==> src/rtl/cpu_pkg.sv <==
// cpu_pkg: opcodes, ALU function codes, bus selects and sequencer states shared by the accumulator CPU
package cpu_pkg;
  localparam logic [3:0] OP_NOP  = 4'h0;
  localparam logic [3:0] OP_LDAC = 4'h1;
  localparam logic [3:0] OP_STAC = 4'h2;
  localparam logic [3:0] OP_CLAC = 4'h3;
  localparam logic [3:0] OP_INAC = 4'h4;
  localparam logic [3:0] OP_ADD  = 4'h5;
  localparam logic [3:0] OP_SUB  = 4'h6;
  localparam logic [3:0] OP_AND  = 4'h7;
  localparam logic [3:0] OP_OR   = 4'h8;
  localparam logic [3:0] OP_XOR  = 4'h9;
  localparam logic [3:0] OP_NOT  = 4'hA;
  localparam logic [3:0] OP_JUMP = 4'hB;
  localparam logic [3:0] OP_JMPZ = 4'hC;
  localparam logic [3:0] OP_JPNZ = 4'hD;
  localparam logic [3:0] OP_RSV  = 4'hE;
  localparam logic [3:0] OP_HALT = 4'hF;
  localparam logic [3:0] ALUS_CLAC = 4'b0000;
  localparam logic [3:0] ALUS_ADD  = 4'b0001;
  localparam logic [3:0] ALUS_SUB  = 4'b0010;
  localparam logic [3:0] ALUS_INAC = 4'b0011;
  localparam logic [3:0] ALUS_AND  = 4'b0100;
  localparam logic [3:0] ALUS_OR   = 4'b0101;
  localparam logic [3:0] ALUS_NOT  = 4'b0110;
  localparam logic [3:0] ALUS_XOR  = 4'b0111;
  localparam logic [3:0] ALUS_LDAC = 4'b1000;
  localparam logic [1:0] BUS_NONE = 2'b00;
  localparam logic [1:0] BUS_PC   = 2'b01;
  localparam logic [1:0] BUS_DR   = 2'b10;
  localparam logic [1:0] BUS_AC   = 2'b11;
  typedef enum logic [3:0] {
    S_IDLE, S_F1, S_F2, S_F3, S_DEC, S_A1, S_A2, S_A3, S_O1, S_EX, S_W1, S_J1, S_HLT
  } state_t;
  function automatic logic [3:0] alus_of(input logic [3:0] op);
    return op == OP_LDAC ? ALUS_LDAC :
           op == OP_ADD  ? ALUS_ADD  :
           op == OP_SUB  ? ALUS_SUB  :
           op == OP_INAC ? ALUS_INAC :
           op == OP_AND  ? ALUS_AND  :
           op == OP_OR   ? ALUS_OR   :
           op == OP_NOT  ? ALUS_NOT  :
           op == OP_XOR  ? ALUS_XOR  : ALUS_CLAC;
  endfunction
endpackage

==> src/rtl/ctrl_wait_timer.sv <==
// ctrl_wait_timer: counts consecutive not-ready wait cycles and flags the one that hits TIMEOUT
module ctrl_wait_timer #(
  parameter int TIMEOUT = 16
) (
  input  logic clk,
  input  logic rst,
  input  logic en,
  input  logic ready,
  output logic expired
);
  localparam int CW = TIMEOUT > 1 ? $clog2(TIMEOUT) : 1;
  logic [CW-1:0] cnt;
  always_ff @(posedge clk or posedge rst)
    if (rst) cnt <= '0;
    else cnt <= (TIMEOUT != 0 && en && !ready) ? cnt + CW'(1) : '0;
  assign expired = TIMEOUT != 0 && en && !ready && cnt == CW'(TIMEOUT - 1);
endmodule

==> src/rtl/ctrl_unit.sv <==
// ctrl_unit: hardwired fetch/decode/execute sequencer for the 8-bit accumulator CPU
module ctrl_unit import cpu_pkg::*; #(
  parameter int OP_W    = 4,
  parameter int ALUS_W  = 4,
  parameter int TIMEOUT = 16
) (
  input  logic              clk,
  input  logic              rst,
  input  logic [OP_W-1:0]   ir_op,
  input  logic              z,
  input  logic              mem_ready,
  output logic [ALUS_W-1:0] alus,
  output logic [1:0]        bus_sel,
  output logic              ar_ld,
  output logic              pc_ld,
  output logic              pc_inc,
  output logic              dr_ld,
  output logic              ir_ld,
  output logic              ac_ld,
  output logic              mem_rd,
  output logic              mem_wr,
  output logic              halted,
  output logic              err
);
  state_t st, nxt;
  logic [3:0] op;
  logic wait_st, expired, reg_op, taken;
  assign op = 4'(ir_op);
  assign reg_op = op inside {OP_CLAC, OP_INAC, OP_NOT};
  assign taken = op == OP_JUMP || (op == OP_JMPZ && z) || (op == OP_JPNZ && !z);
  assign wait_st = st inside {S_F2, S_A2, S_O1, S_W1};
  ctrl_wait_timer #(.TIMEOUT(TIMEOUT)) u_timer (
    .clk(clk), .rst(rst), .en(wait_st), .ready(mem_ready), .expired(expired)
  );
  always_ff @(posedge clk or posedge rst)
    if (rst) begin
      st  <= S_IDLE;
      err <= 1'b0;
    end else begin
      st <= nxt;
      if (expired) err <= 1'b1;
    end
  always_comb begin
    nxt = st;
    alus = '0;
    bus_sel = BUS_NONE;
    ar_ld = 1'b0;
    pc_ld = 1'b0;
    pc_inc = 1'b0;
    dr_ld = 1'b0;
    ir_ld = 1'b0;
    ac_ld = 1'b0;
    mem_rd = 1'b0;
    mem_wr = 1'b0;
    halted = st == S_HLT;
    case (st)
      S_IDLE: nxt = S_F1;
      S_F1: begin
        bus_sel = BUS_PC;
        ar_ld = 1'b1;
        nxt = S_F2;
      end
      S_F2: begin
        mem_rd = 1'b1;
        dr_ld = mem_ready;
        pc_inc = mem_ready;
        nxt = expired ? S_HLT : mem_ready ? S_F3 : S_F2;
      end
      S_F3: begin
        bus_sel = BUS_DR;
        ir_ld = 1'b1;
        nxt = S_DEC;
      end
      S_DEC: nxt = op inside {OP_NOP, OP_RSV} ? S_F1 : op == OP_HALT ? S_HLT : reg_op ? S_EX : S_A1;
      S_A1: begin
        bus_sel = BUS_PC;
        ar_ld = 1'b1;
        nxt = S_A2;
      end
      // z is only looked at in the cycle that completes the address read
      S_A2: begin
        mem_rd = 1'b1;
        dr_ld = mem_ready;
        pc_inc = mem_ready;
        nxt = expired ? S_HLT : !mem_ready ? S_A2 : taken ? S_J1 :
              op inside {OP_JMPZ, OP_JPNZ} ? S_F1 : S_A3;
      end
      S_A3: begin
        bus_sel = BUS_DR;
        ar_ld = 1'b1;
        nxt = op == OP_STAC ? S_W1 : S_O1;
      end
      S_O1: begin
        mem_rd = 1'b1;
        dr_ld = mem_ready;
        nxt = expired ? S_HLT : mem_ready ? S_EX : S_O1;
      end
      S_EX: begin
        bus_sel = reg_op ? BUS_NONE : BUS_DR;
        ac_ld = 1'b1;
        alus = ALUS_W'(alus_of(op));
        nxt = S_F1;
      end
      S_W1: begin
        bus_sel = BUS_AC;
        mem_wr = 1'b1;
        nxt = expired ? S_HLT : mem_ready ? S_F1 : S_W1;
      end
      S_J1: begin
        bus_sel = BUS_DR;
        pc_ld = 1'b1;
        nxt = S_F1;
      end
      S_HLT: nxt = S_HLT;
      default: nxt = S_IDLE;
    endcase
  end
endmodule

==> config.mk <==
export PLATFORM = sky130hd
export DESIGN_NAME = ctrl_unit
export DESIGN_NICKNAME = d
export VERILOG_FILES = /design/src/rtl/cpu_pkg.sv /design/src/rtl/ctrl_wait_timer.sv /design/src/rtl/ctrl_unit.sv
export SDC_FILE = /design/constraint.sdc
export NUM_CORES = 1
export LEC_CHECK = 0
export CAP_MARGIN = 40
export CORE_MARGIN = 2
export CORE_UTILIZATION = 40
export CTS_BUF_LIST = sky130_fd_sc_hd__clkbuf_8 sky130_fd_sc_hd__clkbuf_16
export CTS_CLUSTER_SIZE = 10
export DETAILED_ROUTE_END_ITERATION = 12
export GPL_TIMING_DRIVEN = 0
export PLACE_DENSITY = 0.75
export SLEW_MARGIN = 20
export SYNTH_ARGS = -nofsm -noshare
export SYNTH_HDL_FRONTEND = slang
export SYNTH_SLANG_ARGS = --single-unit
==> constraint.sdc <==
create_clock -name clk -period 2.65 [get_ports clk]
set_clock_uncertainty 0.2 [all_clocks]
set_input_delay 0.795 -clock clk [delete_from_list [all_inputs] [get_ports clk]]
set_output_delay 0.795 -clock clk [all_outputs]
set_load 0.03 [all_outputs]
==> flow_metrics.env <==
export IMPL_n_antenna_cell=0
export IMPL_cts_hold_buffers_added=0
export IMPL_violations="negative setup slack"
export IMPL_io_pins=24
export IMPL_yosysUniqueCellTypes=40
export IMPL_die_y_um=49.88
export IMPL_drtIter0Drc=35
export IMPL_viasPerCell=5.663
export IMPL_hold_class="register to register"
export IMPL_io_buffers=21
export IMPL_setup_ws_ns=-0.004846
export IMPL_clock_sinks=9
export IMPL_rsz0062_at_grt="yes"
export IMPL_netlist_area_um2=842.1
export IMPL_ys_ff_latch=9
export IMPL_worstSetupEndpointType="output pin"
export IMPL_fp_dieArea_mm2=0.002488
export IMPL_synth_edf_count=0
export IMPL_path_cells="buf_6, and2b_2, a211o_1, o21ai_2, buf_6"
export IMPL_setup_tns_ns=-0.004846
export IMPL_rows=16
export IMPL_syn_avg_cell_area_um2=7.518
export IMPL_hold_viol=0
export IMPL_worst_setup_path_type="input port to output pin"
export IMPL_clk_pin_slew_ns=0.04
export IMPL_clock_fmax_mhz=376.7
export IMPL_min_path_cells=1
export IMPL_initial_core_util=0.4249
export IMPL_wl_per_cell_um=14.59
export IMPL_numCtsBuffers=3
export IMPL_clock_latency_ns=0.23
export IMPL_finalInstanceArea_mm2=0.001349
export IMPL_slew_violations=0
export IMPL_cp_arrival_ns=1.66
export IMPL_synthArstFlopShare=1.000
export IMPL_place_area_mm2=0.001116
export IMPL_slowest_delay_ns=0.30
export IMPL_grt_pass1_wl_um=4002
export IMPL_tritoncts="yes"
export IMPL_grt_max_degree=11
export IMPL_cp_num_buf_inv=2
export IMPL_vias=1008
export IMPL_core_mm2=0.001982
export IMPL_worst_path_stages=5
export IMPL_ys_seq_area_frac=0.2675
export IMPL_ys_warn_count=0
export IMPL_gr_total_overflow=0
export IMPL_tightest_slew_ns=0.7069
export IMPL_synth_net_count=121
export IMPL_wl_um=2597
export IMPL_period_needed_ns=2.655
export IMPL_pre_cts_slack_ns=-1.128
export IMPL_yosys_area_top_type="dfrtp_1"
export IMPL_cp_data_required_time_ns=1.66
export IMPL_fin_util=0.6806
export IMPL_p_total_mw=1.030
export IMPL_die_w_um=49.88
export IMPL_post_route_period_util=1.002
export IMPL_worst_path_max_fanout=10
export IMPL_start_kind="input port"
export IMPL_cap_violations=0
export IMPL_gp_congestion=0.8411
export IMPL_yosysTopAreaCellShare=0.2675
export IMPL_relSlewSlack=0.5244
export IMPL_vdd_ir_drop_max_uv=516.1
export IMPL_first_pass_iters=4
export IMPL_leakage_nw=0.6584
export IMPL_grt_total_usage=0.2042
export IMPL_clockBufferDepth=2
export IMPL_status="complete, but fails checks"
export IMPL_synthToLayoutAreaGrowth_pct=60.18
export IMPL_dp_hpwl_um=1511
export IMPL_path_common_cell="buf_6"
export IMPL_drt_antenna_violating_nets=0
export IMPL_setup_violations=1
export IMPL_syn_inst=112
export IMPL_drive_above_1_share=0.3775
export IMPL_reg2reg_depth=5
export IMPL_ys_flop_type="dfrtp_1"
export IMPL_cts_root_buf="clkbuf_8"
export IMPL_powerDensity_mw_per_mm2=763.8
export IMPL_slowest_stage="a211o_1"
export IMPL_first_global_vias=875
export IMPL_synth_area_leaders="dfrtp_1, nor2_1, xor2_1, buf_2, inv_1"
export IMPL_drcViolationCount=0
export IMPL_path_delay_family="compound AO/OA/AOI/OAI gates"
export IMPL_antenna_found_initial=0
export IMPL_cts_htree_levels=1
export IMPL_nets=161
[flip-flops by register name, summed over array words and instances (netlist names)]
name,flops
st,4
u_timer.cnt,4
err,1
[repair_timing]
item                       in CTS  in global routing
setup endpoints to repair      15                  8
resized for setup              78                 21
pin swaps                       4                  6
cloned                          0                  0
setup buffers                   9                  5
[worst paths after layout]
path,start,endpoint,slack (ns)
hold / removal,err,err,0.27
setup / recovery,ir_op[1],bus_sel[1],-0.005
setup reg to reg,st[0],st[3],0.67
max in group asynchronous,rst,st[2],1.39
hold reg to reg,err,err,0.27
min in group asynchronous,rst,err,0.62
[cells in the final DEF (no fill, tap or decap), types with 3 or more instances in the layout]
master,netlist,final
clkbuf_8,0,3
buf_8,0,3
buf_4,0,13
nand2_1,5,5
a21oi_1,4,3
inv_1,8,8
nand3_1,4,4
dfrtp_1,9,9
clkdlybuf4s50_1,0,3
and2_1,4,3
nor2_2,0,4
nor2_1,15,11
nor3_1,4,3
nor2b_4,1,3
nand2b_1,4,3
buf_6,0,10
xor2_1,4,4
o211ai_1,3,3
o21ai_0,5,4
dlygate4sd2_1,0,8
buf_2,6,3
[metal layers]
metal,share of wire,GRT usage
met2,0.45,0.2956
met1,0.43,0.3015
met5,0,0
met3,0.099,0.04242
met4,0.018,0.06019
[synth_stat cells, drive strengths merged (2+ instances only)]
| master | n |
|---|---|
| nor2 | 15 |
| dfrtp | 9 |
| inv | 8 |
| buf | 6 |
| nand2 | 5 |
| nor2b | 5 |
| o21ai | 5 |
| a21oi | 4 |
| and2 | 4 |
| nand2b | 4 |
| nand3 | 4 |
| nor3 | 4 |
| xor2 | 4 |
| clkbuf | 3 |
| o211ai | 3 |
| a211oi | 2 |
| and3b | 2 |
| nor4 | 2 |
| o21bai | 2 |
| o22ai | 2 |
| xnor2 | 2 |
[through the flow]
stage                     cells  hold WS (ns)
final                       178        0.2701
after global routing        178        0.3024
after CTS                   173        0.2702
after detailed placement    160        0.2609
after global placement      160        0.2456
after floorplan             112        0.2329
[cells by family after synthesis]
| family | Yosys count | synth area share |
|---|---|---|
| xor gates and xnor gates | 6 | 0.06241 |
| DFF | 9 | 0.2675 |
| adders and majority gates | 1 | 0.01486 |
| buffers and inverters | 17 | 0.08470 |
| muxes | 2 | 0.02526 |
| AOI/OAI and AO/OA | 26 | 0.2154 |
| and+or+nand+nor | 51 | 0.3299 |
[report_power, final]
| group | internal (mW) | leakage, nW | switching (mW) |
|---|---|---|---|
| clock network | 0.101 | 0.0269 | 0.0521 |
| logic | 0.273 | 0.514 | 0.406 |
| registers | 0.172 | 0.117 | 0.0266 |
[area by class of cell]
cell class	count	area, um2
well taps	27	33.78
clock inverters	1	3.754
repair buffers	35	310.3
fillers	152	633.1
multi-input cells	86	615.6
clock buffers	3	41.29
inverters	8	30.03
plain buffers	9	88.84
flip-flops and latches	9	225.2
Power figures use the tool's default switching activity.
